==> src/rtl/mul_sched_pkg.sv <==
// Shared types and constants for the time-shared 16x16 multiplier scheduler.
// Holds the FSM encoding, the step count and the per-step partial-product alignment.
package mul_sched_pkg;

  typedef enum logic [1:0] {
    IDLE = 2'd0,
    MUL  = 2'd1,
    DONE = 2'd2
  } state_t;

  localparam int STEP_N = 4;
  localparam int OPW    = 16;

  localparam logic [4:0] SHIFT_S0 = 5'd0;
  localparam logic [4:0] SHIFT_S1 = 5'd8;
  localparam logic [4:0] SHIFT_S2 = 5'd8;
  localparam logic [4:0] SHIFT_S3 = 5'd16;

  function automatic logic [4:0] step_shift(input logic [1:0] step);
    logic [4:0] sh;
    case (step)
      2'd0:    sh = SHIFT_S0;
      2'd1:    sh = SHIFT_S1;
      2'd2:    sh = SHIFT_S2;
      default: sh = SHIFT_S3;
    endcase
    return sh;
  endfunction

endpackage

==> src/rtl/mul8_core.sv <==
// 8x8 unsigned combinational multiplier, zero latency, no flow control.
// Shared by all requesters through the scheduler's operand-half mux.
module mul8_core (
  input  logic [7:0]  a,
  input  logic [7:0]  b,
  output logic [15:0] p
);

  assign p = {8'b0, a} * {8'b0, b};

endmodule

==> src/rtl/mul16_iter_sched.sv <==
// Round-robin 16x16 multiplier service on one 8x8 core: accept -> rsp_valid 5 cycles later.
// One op in flight; result held in DONE until rsp_ready, no new grants meanwhile.
module mul16_iter_sched
  import mul_sched_pkg::*;
#(
  parameter int NREQ = 4,
  parameter int IDW  = $clog2(NREQ)
) (
  input  logic                  clk,
  input  logic                  rst_n,
  input  logic [NREQ-1:0]       req_valid,
  output logic [NREQ-1:0]       req_ready,
  input  logic [NREQ*OPW-1:0]   req_a,
  input  logic [NREQ*OPW-1:0]   req_b,
  output logic                  rsp_valid,
  input  logic                  rsp_ready,
  output logic [IDW-1:0]        rsp_id,
  output logic [31:0]           rsp_p,
  output logic                  busy
);

  state_t           state;
  logic [IDW-1:0]   rr_ptr;
  logic [IDW-1:0]   grant_id;
  logic [IDW-1:0]   next_ptr;
  logic             grant_found;
  logic [OPW-1:0]   sel_a;
  logic [OPW-1:0]   sel_b;
  logic [OPW-1:0]   op_a;
  logic [OPW-1:0]   op_b;
  logic [IDW-1:0]   op_id;
  logic [31:0]      acc;
  logic [31:0]      addend;
  logic [1:0]       step;
  logic [7:0]       core_a;
  logic [7:0]       core_b;
  logic [15:0]      pp;

  // Two passes: requesters at or above the pointer win first, then wrap to the bottom.
  always_comb begin
    grant_found = 1'b0;
    grant_id    = '0;
    for (int i = 0; i < NREQ; i++) begin
      if (!grant_found && req_valid[i] && (IDW'(i) >= rr_ptr)) begin
        grant_found = 1'b1;
        grant_id    = IDW'(i);
      end
    end
    for (int i = 0; i < NREQ; i++) begin
      if (!grant_found && req_valid[i]) begin
        grant_found = 1'b1;
        grant_id    = IDW'(i);
      end
    end
  end

  assign next_ptr  = (grant_id == IDW'(NREQ - 1)) ? '0 : grant_id + IDW'(1);
  assign req_ready = ((state == IDLE) && grant_found) ? (NREQ'(1) << grant_id) : '0;
  assign busy      = (state != IDLE);

  always_comb begin
    sel_a = '0;
    sel_b = '0;
    for (int i = 0; i < NREQ; i++) begin
      if (IDW'(i) == grant_id) begin
        sel_a = req_a[i*OPW +: OPW];
        sel_b = req_b[i*OPW +: OPW];
      end
    end
  end

  always_comb begin
    core_a = op_a[7:0];
    core_b = op_b[7:0];
    case (step)
      2'd1: begin core_a = op_a[15:8]; core_b = op_b[7:0];  end
      2'd2: begin core_a = op_a[7:0];  core_b = op_b[15:8]; end
      2'd3: begin core_a = op_a[15:8]; core_b = op_b[15:8]; end
      default: ;
    endcase
  end

  mul8_core u_core (
    .a (core_a),
    .b (core_b),
    .p (pp)
  );

  assign addend = {16'b0, pp} << step_shift(step);

  always_ff @(posedge clk or negedge rst_n) begin
    if (!rst_n) begin
      state     <= IDLE;
      rr_ptr    <= '0;
      op_a      <= '0;
      op_b      <= '0;
      op_id     <= '0;
      acc       <= '0;
      step      <= '0;
      rsp_valid <= 1'b0;
      rsp_p     <= '0;
      rsp_id    <= '0;
    end else begin
      case (state)
        IDLE: begin
          if (grant_found) begin
            op_a   <= sel_a;
            op_b   <= sel_b;
            op_id  <= grant_id;
            acc    <= '0;
            step   <= '0;
            rr_ptr <= next_ptr;
            state  <= MUL;
          end
        end
        MUL: begin
          acc  <= acc + addend;
          step <= step + 2'd1;
          if (step == 2'(STEP_N - 1)) begin
            rsp_p     <= acc + addend;
            rsp_id    <= op_id;
            rsp_valid <= 1'b1;
            state     <= DONE;
          end
        end
        DONE: begin
          if (rsp_ready) begin
            rsp_valid <= 1'b0;
            state     <= IDLE;
          end
        end
        default: state <= IDLE;
      endcase
    end
  end

endmodule

==> config.mk <==
export PLATFORM = sky130hd
export DESIGN_NAME = mul16_iter_sched
export DESIGN_NICKNAME = d
export VERILOG_FILES = /design/src/rtl/mul_sched_pkg.sv /design/src/rtl/mul8_core.sv /design/src/rtl/mul16_iter_sched.sv
export SDC_FILE = /design/constraint.sdc
export NUM_CORES = 1
export LEC_CHECK = 0
export CAP_MARGIN = 20
export CORE_ASPECT_RATIO = 0.6
export CORE_MARGIN = 2
export CORE_UTILIZATION = 45
export CTS_BUF_LIST = sky130_fd_sc_hd__clkbuf_16
export DETAILED_ROUTE_END_ITERATION = 10
export PLACE_DENSITY = 0.74
export SLEW_MARGIN = 20
export SYNTH_ARGS = -nofsm -noshare
export SYNTH_HDL_FRONTEND = slang
export SYNTH_SLANG_ARGS = --single-unit
==> constraint.sdc <==
create_clock -name clk -period 21.7 [get_ports clk]
set_input_delay 4.34 -clock clk [delete_from_list [all_inputs] [get_ports clk]]
set_output_delay 4.34 -clock clk [all_outputs]
set_load 0.02 [all_outputs]
==> run metrics, run 1 <==
# hold bufs at CTS=0; max-cap check violation count=0; fin. max-slew vios=0; Final Setup Violations=0; Synth warnings=0; WP data required=17.36 ns; # diodes=0; Initial Util=45.70%; Worst Hold End=rsp_p[21]$_DFFE_PN0P_; multiplexer share of the synthesized area=3.441%; Top FF cell, synth=dfrtp_1; EDFF count, synth=0; # placed instances=1510; area growth from synthesis to layout=24.51%; DRT Pass-1 Iters=5; cells after synthesis=1116; Final #Nets=1494; clk root buf=clkbuf_16; first-pass GRT wire length=40030 microns; relative slew slack=32.92%; WS Path Type=input port to output port; syn_nets=1362; CP endpoint kind=output port; DRC=0; buffer count from post-CTS setup fixing=0; worst skew pair latency=0.37 ns; die area=21470 sq um; IO Port Bufs=174; via count=8297; post-synthesis compound-gate area fraction=21.46%; vias in the first global route=7765; H-Tree Depth=3; HP Start=rsp_p[21]$_DFFE_PN0P_; Synth Area in XOR/XNOR=3.894%; crit path max fanout=65; slowest CP cell=a221oi_1; status=finished, final reports clean; fin cells=1526; Synth Register Bits=107; flop2flop setup slack=12.12 ns; largest family of logic cells by synthesized area=compound AO/OA/AOI/OAI gates; CTS tree=built; Placer Congestion=0.8976; most common cell after layout, fill and taps aside=clkdlybuf4s50_1; post-DR vias/cell=5.437; clock-pin slew on the worst setup and hold paths=0.08 ns; DP Wirelength=19510 microns; core area=19970 sq um; Hold Vio Cnt, Final=0; Detailed Route Iter0 Violations=684; Die X=187.9 microns; largest net degree at the start of global routing=100; most frequent cells in the layout=173 x clkdlybuf4s50_1, 161 x nor2_1, 107 x dfrtp_1; ratio of cells with drive above 1 in the final layout=4.948%; die height=114.3 microns; reg-to-reg critical path endpoint=rsp_p[30]$_DFFE_PN0P_; final period utilization=53.64%; routed len/inst=16.17 microns; WHS Path Cells=2; Synth Area in Simple Gates=18.30%; FP Rows=40; Clock Path Buffers=2; CP Launch Type=input port; initial antenna violation count=0; routed wire length=24680 microns; Seq/Total Area, Yosys=29.34%; max incr delay on CP=0.68 ns; worst path cell trace=clkdlybuf4s50_1, inv_1, o21a_1, a221oi_1, ha_4, and3_1, clkdlybuf4s50_1; setup_tns=0 ns; Worst Reg-to-Reg Cells=28; Synth Area in Adders=18.26%; global route total overflow=0; CTS Buf Count=9; synth unique cells=62; Post-CTS Resized=0; I/O pin count=175; crit path DAT=7.30 ns; Fillers=1819; netlist area before placement=9126 sq um; most used cell, CP=clkdlybuf4s50_1; Tmin final=11.64 ns; Worst-Margin Slew=1.003 ns; Global Route Usage Sum=23.30%; Antenna Nets Post-Route=0; clk_skew=0.01584 ns; RSZ-0062 raised after global routing=no; CTS sink cnt=107; fmax=85.90 MHz; Worst Hold Class=flop to flop; reg2reg start=step[0]$_DFFE_PN0P_; fraction of registers with async set/reset=100.0%; Synth Area per Inst=8.178 sq um
[cell type report]
cell class	count	area, sq um	area share (%)
multi-input combinational	882	6002	52.82
inverter	65	244.0	2.147
sequential	107	2678	23.56
clock inverter	7	66.31	0.5836
tap	273	341.6	3.006
clock buffer	9	225.2	1.982
timing repair buffer	183	1807	15.90
[cell families after synthesis]
kind of cell,Yosys count
xor gates and xnor gates,39
buffers and inverters,127
AOI/OAI and AO/OA,321
DFF,107
adders and majority gates,111
muxes,30
and+or+nand+nor,381
[Yosys cell counts, drive strengths merged, types with 8 or more instances]
cell / n / area (sq um)
inv: 65 / 244.0
and2: 11 / 68.82
a21o: 13 / 98.85
nand4: 9 / 56.30
o21bai: 8 / 63.81
nand2: 105 / 394.1
xnor2: 19 / 166.4
a22oi: 31 / 232.7
and3: 12 / 75.07
or2: 16 / 100.1
o211ai: 8 / 73.82
a21oi: 100 / 511.8
ha: 74 / 925.9
mux2: 8 / 93.84
a31oi: 8 / 50.05
nor2: 161 / 604.3
xor2: 19 / 166.4
dfrtp: 107 / 2678
clkbuf: 56 / 210.2
o21ai: 111 / 559.3
mux2i: 22 / 220.2
nand3: 41 / 205.2
fa: 37 / 740.7
[sequential cells by signal (all words and copies together) (netlist names)]
| name | flops |
|---|---|
| op_a | 16 |
| op_b | 16 |
| rsp_valid | 1 |
| op_id | 2 |
| rsp_p | 32 |
| rr_ptr | 2 |
| rsp_id | 2 |
| acc | 32 |
| step | 2 |
| state | 2 |
[metal layers]
layer	vias to the layer above	GRT usage, %	part of all wire [%]
met4	0	5.407	1.6
met1	3831	34.37	48
met2	301	33.80	42
met3	21	6.436	8.9
li1	4144	-	-
met5	-	0	0
[critical path: cells and delay by family]
family	cells	cell delay, ns
fa+ha+maj	1	0.65
buf+inv	3	1.18
simple gates	1	0.25
compound gates	2	0.86
[worst max path at each step]
stage / from / slack (ns) / endpoint
floorplan: req_valid[1] / 11.32 / req_ready[3]
global placement: req_valid[1] / 9.97 / req_ready[3]
detailed placement: req_valid[1] / 9.87 / req_ready[3]
CTS: req_valid[1] / 9.87 / req_ready[3]
global route: req_valid[1] / 9.90 / req_ready[3]
finish: req_valid[1] / 10.06 / req_ready[3]
[through the flow]
stage	cell area [sq um]	setup WS, ns	utilization (%)	hold slack [ns]
2_1_floorplan	9126	11.32	-	0.4420
3_3_place_gp	11050	9.966	55.32	0.4609
3_5_place_dp	11050	9.866	55.34	0.4692
4_1_cts	11340	9.873	56.80	0.4865
5_1_grt	11360	9.900	56.90	0.5071
6_report	11360	10.06	56.90	0.4832
Power of run 1 is not shown: default switching activity piles up to over one toggle a cycle in this logic, so the estimate is an artifact.
==> inputs of run 2 (changes only) <==
==> constraint.sdc (replaced) <==
create_clock -name clk -period 11.9 [get_ports clk]
set_input_delay 2.38 -clock clk [delete_from_list [all_inputs] [get_ports clk]]
set_output_delay 2.38 -clock clk [all_outputs]
set_load 0.02 [all_outputs]
==> run metrics, run 2 (synthesized netlist as in run 1, its figures left out) <==
first-pass GRT wire length=40680 microns (+1.6%); core area=19970 sq um (unchanged); max-cap check violation count=0 (unchanged); Final Setup Violations=0 (unchanged); Clock Path Buffers=2 (unchanged); relative slew slack=28.93% (-4.0 points); Global Route Usage Sum=23.73% (+0.43 points); worst skew pair latency=0.36 ns (about the same); CP Launch Type=flop; DRC=0 (unchanged); die height=114.3 microns (unchanged); crit path max fanout=22 (-66%); die area=21470 sq um (unchanged); most common cell after layout, fill and taps aside=clkdlybuf4s50_1; Hold Vio Cnt, Final=0 (unchanged); RSZ-0062 raised after global routing=no; most used cell, CP=fa_1; ratio of cells with drive above 1 in the final layout=4.724% (-0.22 points); post-DR vias/cell=5.567 (+2.4%); Die X=187.9 microns (unchanged); status=finished, final reports clean; routed wire length=25510 microns (+3.4%); Worst Hold End=rsp_p[26]$_DFFE_PN0P_; I/O pin count=175 (unchanged); Antenna Nets Post-Route=0 (unchanged); CTS Buf Count=9 (unchanged); WHS Path Cells=2 (unchanged); HP Start=rsp_p[26]$_DFFE_PN0P_; top flop regs=acc (32), rsp_p (32); final period utilization=78.50%; clk root buf=clkbuf_16; Final Core Density=56.70% (-0.20 points); area growth from synthesis to layout=24.08%; Initial Util=45.70% (unchanged); most frequent cells in the layout=173 x clkdlybuf4s50_1, 161 x nor2_1, 107 x dfrtp_1; Detailed Route Iter0 Violations=583 (-15%); FP Rows=40 (unchanged); Setup WS pre-CTS=2.727 ns (-7.139 ns); Placer Congestion=0.9511 (+6.0%); max incr delay on CP=0.79 ns (+0.11 ns); DRT Pass-1 Iters=7 (+2); reg-to-reg critical path endpoint=rsp_p[31]$_DFFE_PN0P_; Worst Hold Class=flop to flop; clk_skew=0.01205 ns (-0.003789 ns); H-Tree Depth=3 (unchanged); initial antenna violation count=0 (unchanged); clock-pin slew on the worst setup and hold paths=0.08 ns (about the same); Final #Nets=1491 (-0.20%); Worst Reg-to-Reg Cells=29 (+3.6%); reg2reg start=step[0]$_DFFE_PN0P_; Worst-Margin Slew=1.066 ns (+0.06357 ns); WS Path Type=flop to flop; IO Port Bufs=174 (unchanged); Post-CTS Resized=0 (unchanged); via count=8473 (+2.1%); setup ws final=2.558 ns (-7.501 ns); global route total overflow=0 (unchanged); CP endpoint kind=flop; slowest CP cell=nor2_1; Tmin final=9.342 ns; # diodes=0 (unchanged); CTS tree=built; largest net degree at the start of global routing=76 (-24%); buffer count from post-CTS setup fixing=0 (unchanged); setup_tns=0 ns (unchanged); CTS sink cnt=107 (unchanged); fin. max-slew vios=0 (unchanged); routed len/inst=16.76 microns (+3.6%); flop2flop setup slack=2.56 ns (-9.56 ns); WP data required=12.14 ns (-5.22 ns); DP Wirelength=20270 microns (+3.9%); fmax=107.0 MHz; # hold bufs at CTS=0 (unchanged); crit path DAT=9.58 ns (+2.28 ns); vias in the first global route=7770 (+0.064%)
## run 2: worst max path at each step
| stage | startpoint | end | slack, ns |
|---|---|---|---|
| after floorplan | step[0]$_DFFE_PN0P_ | rsp_p[31]$_DFFE_PN0P_ | 3.96 |
| after global placement | step[0]$_DFFE_PN0P_ | rsp_p[30]$_DFFE_PN0P_ | 3.09 |
| after detailed placement | step[0]$_DFFE_PN0P_ | rsp_p[31]$_DFFE_PN0P_ | 2.73 |
| after CTS | step[0]$_DFFE_PN0P_ | rsp_p[31]$_DFFE_PN0P_ | 2.66 |
| after global routing | step[0]$_DFFE_PN0P_ | rsp_p[30]$_DFFE_PN0P_ | 2.02 |
| final | step[0]$_DFFE_PN0P_ | rsp_p[31]$_DFFE_PN0P_ | 2.56 |
## run 2: area by class of cell
cell class                      count  area (sq um)
Inverter                           65         244.0
Sequential cell                   107          2678
Clock buffer                        9         225.2
Clock inverter                      6         60.06
Tap cell                          273         341.6
Multi-Input combinational cell    882          5987
Timing Repair Buffer              180          1788
Fill cell                        1816          8646
## run 2: per-stage QoR
stage	cells	cell area, sq um	hold WS (ns)
6_report	1522	11320	0.4798
5_1_grt	1522	11320	0.5144
4_1_cts	1522	11310	0.4871
2_1_floorplan	1116	9126	0.4420
3_3_place_gp	1506	11020	0.4594
3_5_place_dp	1507	11030	0.4698
## run 2: critical path, delay by kind of cell, from the launching register on
kind / cells / cell delay, ns
adders and majority gates: 7 / 3.26
AOI/OAI and AO/OA: 10 / 2.28
muxes: 3 / 1.27
and+or+nand+nor: 4 / 1.20
xor gates and xnor gates: 2 / 0.59
DFF: 1 / 0.44
buffers and inverters: 3 / 0.15
## run 2: routing by layer
| layer | global-route usage, % | vias to the layer above | part of all wire [%] |
|---|---|---|---|
| li1 | - | 4137 | - |
| met1 | 35.99 | 4001 | 49 |
| met2 | 34.35 | 320 | 42 |
| met3 | 5.976 | 15 | 8.8 |
| met4 | 4.094 | 0 | 1.1 |
| met5 | 0 | - | 0 |
Power of run 2 is left out for the same reason.
